<file path="config.mk">
export PLATFORM = sky130hd
export DESIGN_NAME = cim_array_sequencer_flat
export DESIGN_NICKNAME = d
export VERILOG_FILES = /design/src/rtl/cim_array_sequencer_if.sv /design/src/rtl/cim_array_sequencer.sv /design/src/flat_wrapper.sv
export SDC_FILE = /design/constraint.sdc
export NUM_CORES = 1
export LEC_CHECK = 0
export ABC_AREA = 1
export BUFFER_PORTS_ARGS = -buffer_cell sky130_fd_sc_hd__buf_2
export CORE_ASPECT_RATIO = 2
export CORE_MARGIN = 4
export CORE_UTILIZATION = 40
export DETAILED_ROUTE_END_ITERATION = 7
export HOLD_SLACK_MARGIN = 0.06
export PLACE_DENSITY = 0.65
export RECOVER_POWER = 100
export SKIP_CTS_REPAIR_TIMING = 1
export SLEW_MARGIN = 20
export SYNTH_ARGS = -nofsm -noshare
export SYNTH_HDL_FRONTEND = slang
export SYNTH_SLANG_ARGS = --single-unit
</file>
<file path="constraint.sdc">
create_clock -name wb_clk_i -period 2.51 [get_ports wb_clk_i]
set_input_delay 0 -clock wb_clk_i [delete_from_list [all_inputs] [get_ports wb_clk_i]]
set_output_delay 0 -clock wb_clk_i [all_outputs]
set_load 0.005 [all_outputs]
</file>
<file path="src/rtl/cim_array_sequencer_if.sv">
// Command and response channels between the host bus logic and the CIM array sequencer.
// The host drives through the master modport and the sequencer answers through the slave modport.
interface cim_array_sequencer_if;
  logic        cmd_valid;
  logic        cmd_ready;
  logic [1:0]  cmd_op;
  logic [3:0]  cmd_row;
  logic [15:0] cmd_data;
  logic [15:0] cmd_datab;
  logic        rsp_valid;
  logic        rsp_ready;
  logic [63:0] rsp_data;
  logic        rsp_err;

  modport master (
    output cmd_valid, cmd_op, cmd_row, cmd_data, cmd_datab, rsp_ready,
    input  cmd_ready, rsp_valid, rsp_data, rsp_err
  );

  modport slave (
    input  cmd_valid, cmd_op, cmd_row, cmd_data, cmd_datab, rsp_ready,
    output cmd_ready, rsp_valid, rsp_data, rsp_err
  );
endinterface

</file>
<file path="src/rtl/cim_array_sequencer.sv">
// Phase sequencer for the 16-row compute-in-memory macro: one command at a time, registered macro controls.
// Defining CIM_SEQ_STATS_EN adds the stat_ops / stat_err completion counters.
module cim_array_sequencer #(
  parameter int PRE_CYC   = 2,
  parameter int ACT_CYC   = 1,
  parameter int SENSE_CYC = 2
) (
  input  logic                 wb_clk_i,
  input  logic                 wb_rst_i,
  cim_array_sequencer_if.slave bus,
  output logic [15:0]          WWL,
  output logic [15:0]          RWL,
  output logic [15:0]          RWLB,
  output logic [15:0]          Din,
  output logic                 WE,
  output logic                 PRE_SRAM,
  output logic                 PRE_VLSA,
  output logic                 PRE_CLSA,
  output logic                 PRE_A,
  output logic                 SAEN,
  output logic                 VCLP,
  output logic                 EN,
  input  logic [15:0]          SA_OUT,
  input  logic [3:0]           ADC0_OUT,
  input  logic [3:0]           ADC1_OUT,
  input  logic [3:0]           ADC2_OUT,
  input  logic [3:0]           ADC3_OUT,
  input  logic [3:0]           ADC4_OUT,
  input  logic [3:0]           ADC5_OUT,
  input  logic [3:0]           ADC6_OUT,
  input  logic [3:0]           ADC7_OUT,
  input  logic [3:0]           ADC8_OUT,
  input  logic [3:0]           ADC9_OUT,
  input  logic [3:0]           ADC10_OUT,
  input  logic [3:0]           ADC11_OUT,
  input  logic [3:0]           ADC12_OUT,
  input  logic [3:0]           ADC13_OUT,
  input  logic [3:0]           ADC14_OUT,
  input  logic [3:0]           ADC15_OUT
`ifdef CIM_SEQ_STATS_EN
  ,
  output logic [15:0]          stat_ops,
  output logic [7:0]           stat_err
`endif
);

  typedef enum logic [2:0] {IDLE, PRECH, ACT, SENSE, RESP} state_e;

  typedef struct packed {
    logic [15:0] wwl;
    logic [15:0] rwl;
    logic [15:0] rwlb;
    logic [15:0] din;
    logic        we;
    logic        preSram;
    logic        preVlsa;
    logic        preClsa;
    logic        preA;
    logic        saen;
    logic        vclp;
    logic        en;
  } ctl_t;

  localparam logic [1:0] OP_WRITE   = 2'd0;
  localparam logic [1:0] OP_READ    = 2'd1;
  localparam logic [1:0] OP_COMPUTE = 2'd2;

  // Counter holds remaining cycles minus one, so a phase ends when it reads zero.
  localparam logic [3:0] PRE_LOAD   = 4'(PRE_CYC - 1);
  localparam logic [3:0] ACT_LOAD   = 4'(ACT_CYC - 1);
  localparam logic [3:0] SENSE_LOAD = 4'(SENSE_CYC - 1);

  state_e      state_q, state_d;
  logic [3:0]  cnt_q, cnt_d;
  logic [1:0]  op_q, op_d;
  logic [3:0]  row_q, row_d;
  logic [15:0] data_q, data_d;
  logic [15:0] datab_q, datab_d;
  ctl_t        ctl_q, ctl_d;
  logic        rspValid_q, rspValid_d;
  logic        rspErr_q, rspErr_d;
  logic [63:0] rspData_q, rspData_d;

  logic        accept;
  logic [63:0] adcBus;

  assign bus.cmd_ready = (state_q == IDLE) && !wb_rst_i;
  assign accept        = bus.cmd_valid && bus.cmd_ready;

  assign adcBus = {ADC15_OUT, ADC14_OUT, ADC13_OUT, ADC12_OUT,
                   ADC11_OUT, ADC10_OUT, ADC9_OUT,  ADC8_OUT,
                   ADC7_OUT,  ADC6_OUT,  ADC5_OUT,  ADC4_OUT,
                   ADC3_OUT,  ADC2_OUT,  ADC1_OUT,  ADC0_OUT};

  always_comb begin
    state_d    = state_q;
    cnt_d      = cnt_q;
    op_d       = op_q;
    row_d      = row_q;
    data_d     = data_q;
    datab_d    = datab_q;
    rspValid_d = rspValid_q;
    rspErr_d   = rspErr_q;
    rspData_d  = rspData_q;

    case (state_q)
      IDLE: begin
        if (accept) begin
          op_d    = bus.cmd_op;
          row_d   = bus.cmd_row;
          data_d  = bus.cmd_data;
          datab_d = bus.cmd_datab;
          case (bus.cmd_op)
            OP_WRITE: begin
              state_d = ACT;
              cnt_d   = ACT_LOAD;
            end
            OP_READ, OP_COMPUTE: begin
              state_d = PRECH;
              cnt_d   = PRE_LOAD;
            end
            default: begin
              state_d    = RESP;
              rspValid_d = 1'b1;
              rspErr_d   = 1'b1;
              rspData_d  = '0;
            end
          endcase
        end
      end
      PRECH: begin
        if (cnt_q == 4'd0) begin
          state_d = ACT;
          cnt_d   = ACT_LOAD;
        end else begin
          cnt_d = cnt_q - 4'd1;
        end
      end
      ACT: begin
        if (cnt_q != 4'd0) begin
          cnt_d = cnt_q - 4'd1;
        end else if (op_q == OP_WRITE) begin
          state_d    = RESP;
          rspValid_d = 1'b1;
          rspErr_d   = 1'b0;
          rspData_d  = '0;
        end else begin
          state_d = SENSE;
          cnt_d   = SENSE_LOAD;
        end
      end
      SENSE: begin
        // The macro result is sampled on the same edge that leaves the sense phase.
        if (cnt_q == 4'd0) begin
          state_d    = RESP;
          rspValid_d = 1'b1;
          rspErr_d   = 1'b0;
          rspData_d  = (op_q == OP_READ) ? {48'd0, SA_OUT} : adcBus;
        end else begin
          cnt_d = cnt_q - 4'd1;
        end
      end
      RESP: begin
        if (bus.rsp_ready) begin
          state_d    = IDLE;
          rspValid_d = 1'b0;
          rspErr_d   = 1'b0;
        end
      end
      default: begin
        state_d = IDLE;
      end
    endcase
  end

  // Controls are decoded from the phase being entered so the registered pins line up with it.
  always_comb begin
    ctl_d = '0;
    case (state_d)
      PRECH: begin
        ctl_d.preSram = 1'b1;
        if (op_d == OP_READ) begin
          ctl_d.preVlsa = 1'b1;
        end else begin
          ctl_d.preClsa = 1'b1;
          ctl_d.preA    = 1'b1;
        end
      end
      ACT, SENSE: begin
        if (op_d == OP_WRITE) begin
          ctl_d.wwl = 16'd1 << row_d;
          ctl_d.we  = 1'b1;
          ctl_d.din = data_d;
        end else if (op_d == OP_READ) begin
          ctl_d.rwl  = 16'd1 << row_d;
          ctl_d.saen = (state_d == SENSE);
        end else if (op_d == OP_COMPUTE) begin
          ctl_d.rwl  = data_d;
          ctl_d.rwlb = datab_d;
          ctl_d.en   = (state_d == SENSE);
          ctl_d.vclp = (state_d == SENSE);
        end
      end
      default: begin
        ctl_d = '0;
      end
    endcase
  end

  always_ff @(posedge wb_clk_i) begin
    if (wb_rst_i) begin
      state_q    <= IDLE;
      cnt_q      <= '0;
      op_q       <= OP_WRITE;
      row_q      <= '0;
      data_q     <= '0;
      datab_q    <= '0;
      ctl_q      <= '0;
      rspValid_q <= 1'b0;
      rspErr_q   <= 1'b0;
      rspData_q  <= '0;
    end else begin
      state_q    <= state_d;
      cnt_q      <= cnt_d;
      op_q       <= op_d;
      row_q      <= row_d;
      data_q     <= data_d;
      datab_q    <= datab_d;
      ctl_q      <= ctl_d;
      rspValid_q <= rspValid_d;
      rspErr_q   <= rspErr_d;
      rspData_q  <= rspData_d;
    end
  end

  assign WWL      = ctl_q.wwl;
  assign RWL      = ctl_q.rwl;
  assign RWLB     = ctl_q.rwlb;
  assign Din      = ctl_q.din;
  assign WE       = ctl_q.we;
  assign PRE_SRAM = ctl_q.preSram;
  assign PRE_VLSA = ctl_q.preVlsa;
  assign PRE_CLSA = ctl_q.preClsa;
  assign PRE_A    = ctl_q.preA;
  assign SAEN     = ctl_q.saen;
  assign VCLP     = ctl_q.vclp;
  assign EN       = ctl_q.en;

  assign bus.rsp_valid = rspValid_q;
  assign bus.rsp_err   = rspErr_q;
  assign bus.rsp_data  = rspData_q;

`ifdef CIM_SEQ_STATS_EN
  logic        rspDone;
  logic [15:0] statOps_q;
  logic [7:0]  statErr_q;

  assign rspDone = (state_q == RESP) && bus.rsp_ready;

  // Successful completions wrap; the error tally saturates so it never looks clean again.
  always_ff @(posedge wb_clk_i) begin
    if (wb_rst_i) begin
      statOps_q <= '0;
      statErr_q <= '0;
    end else if (rspDone) begin
      if (!rspErr_q) begin
        statOps_q <= statOps_q + 16'd1;
      end else if (statErr_q != 8'hFF) begin
        statErr_q <= statErr_q + 8'd1;
      end
    end
  end

  assign stat_ops = statOps_q;
  assign stat_err = statErr_q;
`endif

endmodule

</file>
<file path="src/flat_wrapper.sv">
// flat-port wrapper written by rule: the top's interface ports become plain ports
module cim_array_sequencer_flat 
#(
  parameter int PRE_CYC   = 2,
  parameter int ACT_CYC   = 1,
  parameter int SENSE_CYC = 2
)
  (wb_clk_i, wb_rst_i, WWL, RWL, RWLB, Din, WE, PRE_SRAM, PRE_VLSA, PRE_CLSA, PRE_A, SAEN, VCLP, EN, SA_OUT, ADC0_OUT, ADC1_OUT, ADC2_OUT, ADC3_OUT, ADC4_OUT, ADC5_OUT, ADC6_OUT, ADC7_OUT, ADC8_OUT, ADC9_OUT, ADC10_OUT, ADC11_OUT, ADC12_OUT, ADC13_OUT, ADC14_OUT, ADC15_OUT, bus_cmd_valid, bus_cmd_op, bus_cmd_row, bus_cmd_data, bus_cmd_datab, bus_rsp_ready, bus_cmd_ready, bus_rsp_valid, bus_rsp_data, bus_rsp_err);
  cim_array_sequencer_if bus_i ();
  input  logic wb_clk_i;
  input  logic wb_rst_i;
  output logic [15:0] WWL;
  output logic [15:0] RWL;
  output logic [15:0] RWLB;
  output logic [15:0] Din;
  output logic WE;
  output logic PRE_SRAM;
  output logic PRE_VLSA;
  output logic PRE_CLSA;
  output logic PRE_A;
  output logic SAEN;
  output logic VCLP;
  output logic EN;
  input  logic [15:0] SA_OUT;
  input  logic [3:0] ADC0_OUT;
  input  logic [3:0] ADC1_OUT;
  input  logic [3:0] ADC2_OUT;
  input  logic [3:0] ADC3_OUT;
  input  logic [3:0] ADC4_OUT;
  input  logic [3:0] ADC5_OUT;
  input  logic [3:0] ADC6_OUT;
  input  logic [3:0] ADC7_OUT;
  input  logic [3:0] ADC8_OUT;
  input  logic [3:0] ADC9_OUT;
  input  logic [3:0] ADC10_OUT;
  input  logic [3:0] ADC11_OUT;
  input  logic [3:0] ADC12_OUT;
  input  logic [3:0] ADC13_OUT;
  input  logic [3:0] ADC14_OUT;
  input  logic [3:0] ADC15_OUT;
  input wire logic [$bits(bus_i.cmd_valid)-1:0] bus_cmd_valid;
  input wire logic [$bits(bus_i.cmd_op)-1:0] bus_cmd_op;
  input wire logic [$bits(bus_i.cmd_row)-1:0] bus_cmd_row;
  input wire logic [$bits(bus_i.cmd_data)-1:0] bus_cmd_data;
  input wire logic [$bits(bus_i.cmd_datab)-1:0] bus_cmd_datab;
  input wire logic [$bits(bus_i.rsp_ready)-1:0] bus_rsp_ready;
  output wire logic [$bits(bus_i.cmd_ready)-1:0] bus_cmd_ready;
  output wire logic [$bits(bus_i.rsp_valid)-1:0] bus_rsp_valid;
  output wire logic [$bits(bus_i.rsp_data)-1:0] bus_rsp_data;
  output wire logic [$bits(bus_i.rsp_err)-1:0] bus_rsp_err;
  assign bus_i.cmd_valid = bus_cmd_valid;
  assign bus_i.cmd_op = bus_cmd_op;
  assign bus_i.cmd_row = bus_cmd_row;
  assign bus_i.cmd_data = bus_cmd_data;
  assign bus_i.cmd_datab = bus_cmd_datab;
  assign bus_i.rsp_ready = bus_rsp_ready;
  assign bus_cmd_ready = bus_i.cmd_ready;
  assign bus_rsp_valid = bus_i.rsp_valid;
  assign bus_rsp_data = bus_i.rsp_data;
  assign bus_rsp_err = bus_i.rsp_err;
  cim_array_sequencer #(.PRE_CYC(PRE_CYC), .ACT_CYC(ACT_CYC), .SENSE_CYC(SENSE_CYC)) u_core (.wb_clk_i(wb_clk_i), .wb_rst_i(wb_rst_i), .bus(bus_i), .WWL(WWL), .RWL(RWL), .RWLB(RWLB), .Din(Din), .WE(WE), .PRE_SRAM(PRE_SRAM), .PRE_VLSA(PRE_VLSA), .PRE_CLSA(PRE_CLSA), .PRE_A(PRE_A), .SAEN(SAEN), .VCLP(VCLP), .EN(EN), .SA_OUT(SA_OUT), .ADC0_OUT(ADC0_OUT), .ADC1_OUT(ADC1_OUT), .ADC2_OUT(ADC2_OUT), .ADC3_OUT(ADC3_OUT), .ADC4_OUT(ADC4_OUT), .ADC5_OUT(ADC5_OUT), .ADC6_OUT(ADC6_OUT), .ADC7_OUT(ADC7_OUT), .ADC8_OUT(ADC8_OUT), .ADC9_OUT(ADC9_OUT), .ADC10_OUT(ADC10_OUT), .ADC11_OUT(ADC11_OUT), .ADC12_OUT(ADC12_OUT), .ADC13_OUT(ADC13_OUT), .ADC14_OUT(ADC14_OUT), .ADC15_OUT(ADC15_OUT));
endmodule
</file>
==> flow_summary_export.csv <==
group,metric,value,unit
final_layout,n_fill_cell,1776,
sta,finalSetupViolations,0,
final_layout,final_nets,1396,
final_layout,layout-drive-gt1-share,17.4,%
setup_path,path_max_fanout,24,
route,postRouteAntennaNets,0,
pwr,pwr-share-seq,43.8,%
floorplan,core-area,0.0174,mm^2
sta,clock.fmax,449,MHz
outcome,status,"finished with violations",
setup_path,reg2regPathDepth,8,
setup_path,cp_data_required_time,2860,ps
floorplan,num_rows,68,
setup_path,reg2reg_to,"u_core.RWL[15]",
floorplan,dieArea,0.0201,mm^2
setup_path,crit_type,"reg2reg",
final_layout,antenna_cells,0,
setup_path,r2r-start,"u_core.state_q[2]",
clocking,clock_latency,420,ps
place,portBuffers,260,
synthesis,yosysWarnings,0,
sta,final.setup.tns,0,ps
global_route,grt_first_pass_wirelength,32800,um
global_route,grt_pass1_vias,6454,
route,vias,7174,
clocking,cts_buffer_depth,2,
clocking,clk_pin_slew,70,ps
floorplan,pin_count,261,
sta,finalCriticalPeriod,2230,ps
setup_path,cp_data_arrival_time,2580,ps
pwr,p_total,7.44,mW
global_route,overflow,0,
global_route,grt_max_degree,65,
sta,maxSlewViolCount,0,
sta,final-hold-violation-count,7,
pwr,power_density,763,mW/mm^2
clocking,cts_made_buffers,17,
floorplan,die_y,197,um
place,gp_congestion,0.907,
setup_path,crit_end,"u_core.RWL[15]",
synthesis,syn_inst,952,
clocking,cts.sinks,181,
pwr,switching_power,2.27,mW
sta,tightest_slew,713,ps
final_layout,layout_commonest_cell,"nor2_1",
synthesis,synth.net_count,1078,
sta,timing.hold.ws,-38.6,ps
synthesis,yosysUniqueCellTypes,31,
global_route,antenna_found_initial,0,
sta,rsz0062_at_grt,"no",
sta,clock_skew,11.7,ps
route,dr.pass1.iters,6,
hold_path,hold_path_class,"in2reg",
synthesis,ys_ff_latch,181,
pwr,pwr-share-comb,20.9,%
sta,slew_headroom,52.4,%
setup_path,rrSetupSlack,280,ps
job,drv_cap,0,
final_layout,final_cells,1493,
final_layout,area_growth_syn_to_layout,36.9,%
place,dpl.cell_count,1379,
sta,post-route-period-util,88.7,%
final_layout,mostFrequentLayoutCells,"nor2_1 (327), dfxtp_1 (181), buf_2 (146)",
route,viasPerCell,4.81,
global_route,grtUsageTotal,20.8,%
pwr,ir_worst_vdd,552,uV
clocking,cts_tree,"built",
pwr,p_int,5.18,mW
floorplan,fp.dieW,102,um
setup_path,crit_path_start,"u_core.state_q[2]",
clocking,h-tree-depth,4,
route,drt_wl_total,22500,um
outcome,violations,"hold timing",
floorplan,start_util,41.1,%
synthesis,synth_area,0.00713,mm^2
pwr,swShare,30.5,%
route,drt-wirelength-per-cell,15.1,um
place,hpwl,15600,um
setup_path,end_kind,"register",
pwr,leakage,4.38,nW
clocking,cts_root_buf,"clkbuf_16",
synthesis,ys_seq_area_share,50.8,%
setup_path,cp-start-kind,"register",
route,post-route-drc-count,0,
pwr,p_clk_share,35.3,%
synthesis,postSynthAreaPerCell,7.49,um^2
route,drt_iter0_drc,262,
-- cell usage after synthesis --
cell type  count  share of area (%)
inv_4          1              0.088
buf_4          8               0.84
o21ai_4        1               0.23
a21oi_1       21                1.5
inv_1         48                2.5
buf_6          5               0.79
ha_1           4               0.70
nor2_1       327                 17
nand4_2        1               0.18
o21bai_1       1               0.11
o21ai_1       10               0.70
dfxtp_1      181                 51
clkbuf_1      26                1.4
clkbuf_2       3               0.21
nand3_1       23                1.6
o21ai_0       80                5.6
a31oi_1        1              0.088
nor2_2         1              0.088
nand2_1      125                6.6
o21ai_2        3               0.37
nand3_2        2               0.28
nor2_8         1               0.28
or2_2         17                1.5
nor2_4         2               0.32
nand4_1        2               0.18
nand3_4        1               0.25
mux2i_1       16                2.2
o21a_1        16                1.7
inv_2          7               0.37
buf_2         14               0.98
nor3_1         4               0.28
-- metrics by stage --
stage	worst slack [ps]	utilization (%)	hold slack [ps]	area, um^2
6_report	284	56.2	-38.6	9750
5_1_grt	100	56.2	56.8	9750
4_1_cts	419	52.4	-185	9100
3_5_place_dp	443	49.1	260	8520
3_3_place_gp	475	49.1	257	8520
2_1_floorplan	794	-	164	7130
-- state kept, by name, summed over array words and instances, names as in the netlist --
register              cells
u_core.PRE_SRAM           1
u_core.bus.rsp_valid      1
u_core.SAEN               1
u_core.PRE_CLSA           1
u_core.op_q               2
u_core.VCLP               1
u_core.PRE_VLSA           1
u_core.data_q            16
u_core.state_q            3
u_core.WWL               16
u_core.RWLB              16
u_core.row_q              4
u_core.cnt_q              4
u_core.bus.rsp_data      64
u_core.RWL               16
u_core.WE                 1
u_core.datab_q           16
u_core.Din               16
u_core.bus.rsp_err        1
-- routing by layer --
metal  up-vias  wire, um  track usage, %
li1       3603         -               -
met1      3258      7940            22.1
met2       259     12600            39.5
met3        54      1200            3.65
met4         0       707            7.79
met5         -         0               0
-- cell type report --
cell class	instances	area [um^2]	share of cell area, %
timing repair buffer	355	2100	21.5
tap	210	263	2.69
sequential	181	3620	37.2
inverter	56	213	2.18
clock buffer	18	439	4.50
clock inverter	14	139	1.42
multi-input combinational	659	2980	30.5
-- power groups by stage --
stage | Sequential (mW) | Clock [mW] | Combinational (mW)
6_report | 3.26 | 2.62 | 1.56
5_1_grt | 3.29 | 2.82 | 1.77
4_1_cts | 3.26 | 2.70 | 1.52
3_5_place_dp | 3.33 | 0 | 1.52
3_3_place_gp | 3.32 | 0 | 1.51
2_1_floorplan | 3.34 | 0 | 0.963
-- worst min-delay path by stage --
| stage | start | to | slack (ps) | cells after the start |
|---|---|---|---|---|
| CTS | bus_cmd_datab[2] | u_core.datab_q[2] | -190 | 3 |
| global route | ADC0_OUT[2] | u_core.bus.rsp_data[2] | 60 | 5 |
| finish | ADC5_OUT[0] | u_core.bus.rsp_data[20] | -40 | 5 |
| global placement | bus_cmd_datab[15] | u_core.datab_q[15] | 260 | 3 |
| detailed placement | bus_cmd_datab[2] | u_core.datab_q[2] | 260 | 3 |
| floorplan | bus_cmd_datab[0] | u_core.datab_q[0] | 160 | 2 |
-- logic make-up (layout without fill, tap and decap cells) --
group | after synthesis | count (layout) | share of synthesized area (%)
buffers and inverters | 112 | 443 | 7.18
adders and majority gates | 4 | 4 | 0.702
AOI/OAI and AO/OA | 133 | 133 | 10.3
DFF | 181 | 181 | 50.8
and+or+nand+nor | 506 | 506 | 28.8
muxes | 16 | 16 | 2.25
-- worst max-delay path, cell delays in order, from the launching register on --
cell and delay, ps:
dfxtp_1 400, inv_1 110, nand4_1 110, buf_4 280, clkbuf_2 590, or2_2 220
o21a_1 140, nand2_1 110, a21oi_1 170
Power figures use the tool's default switching activity.
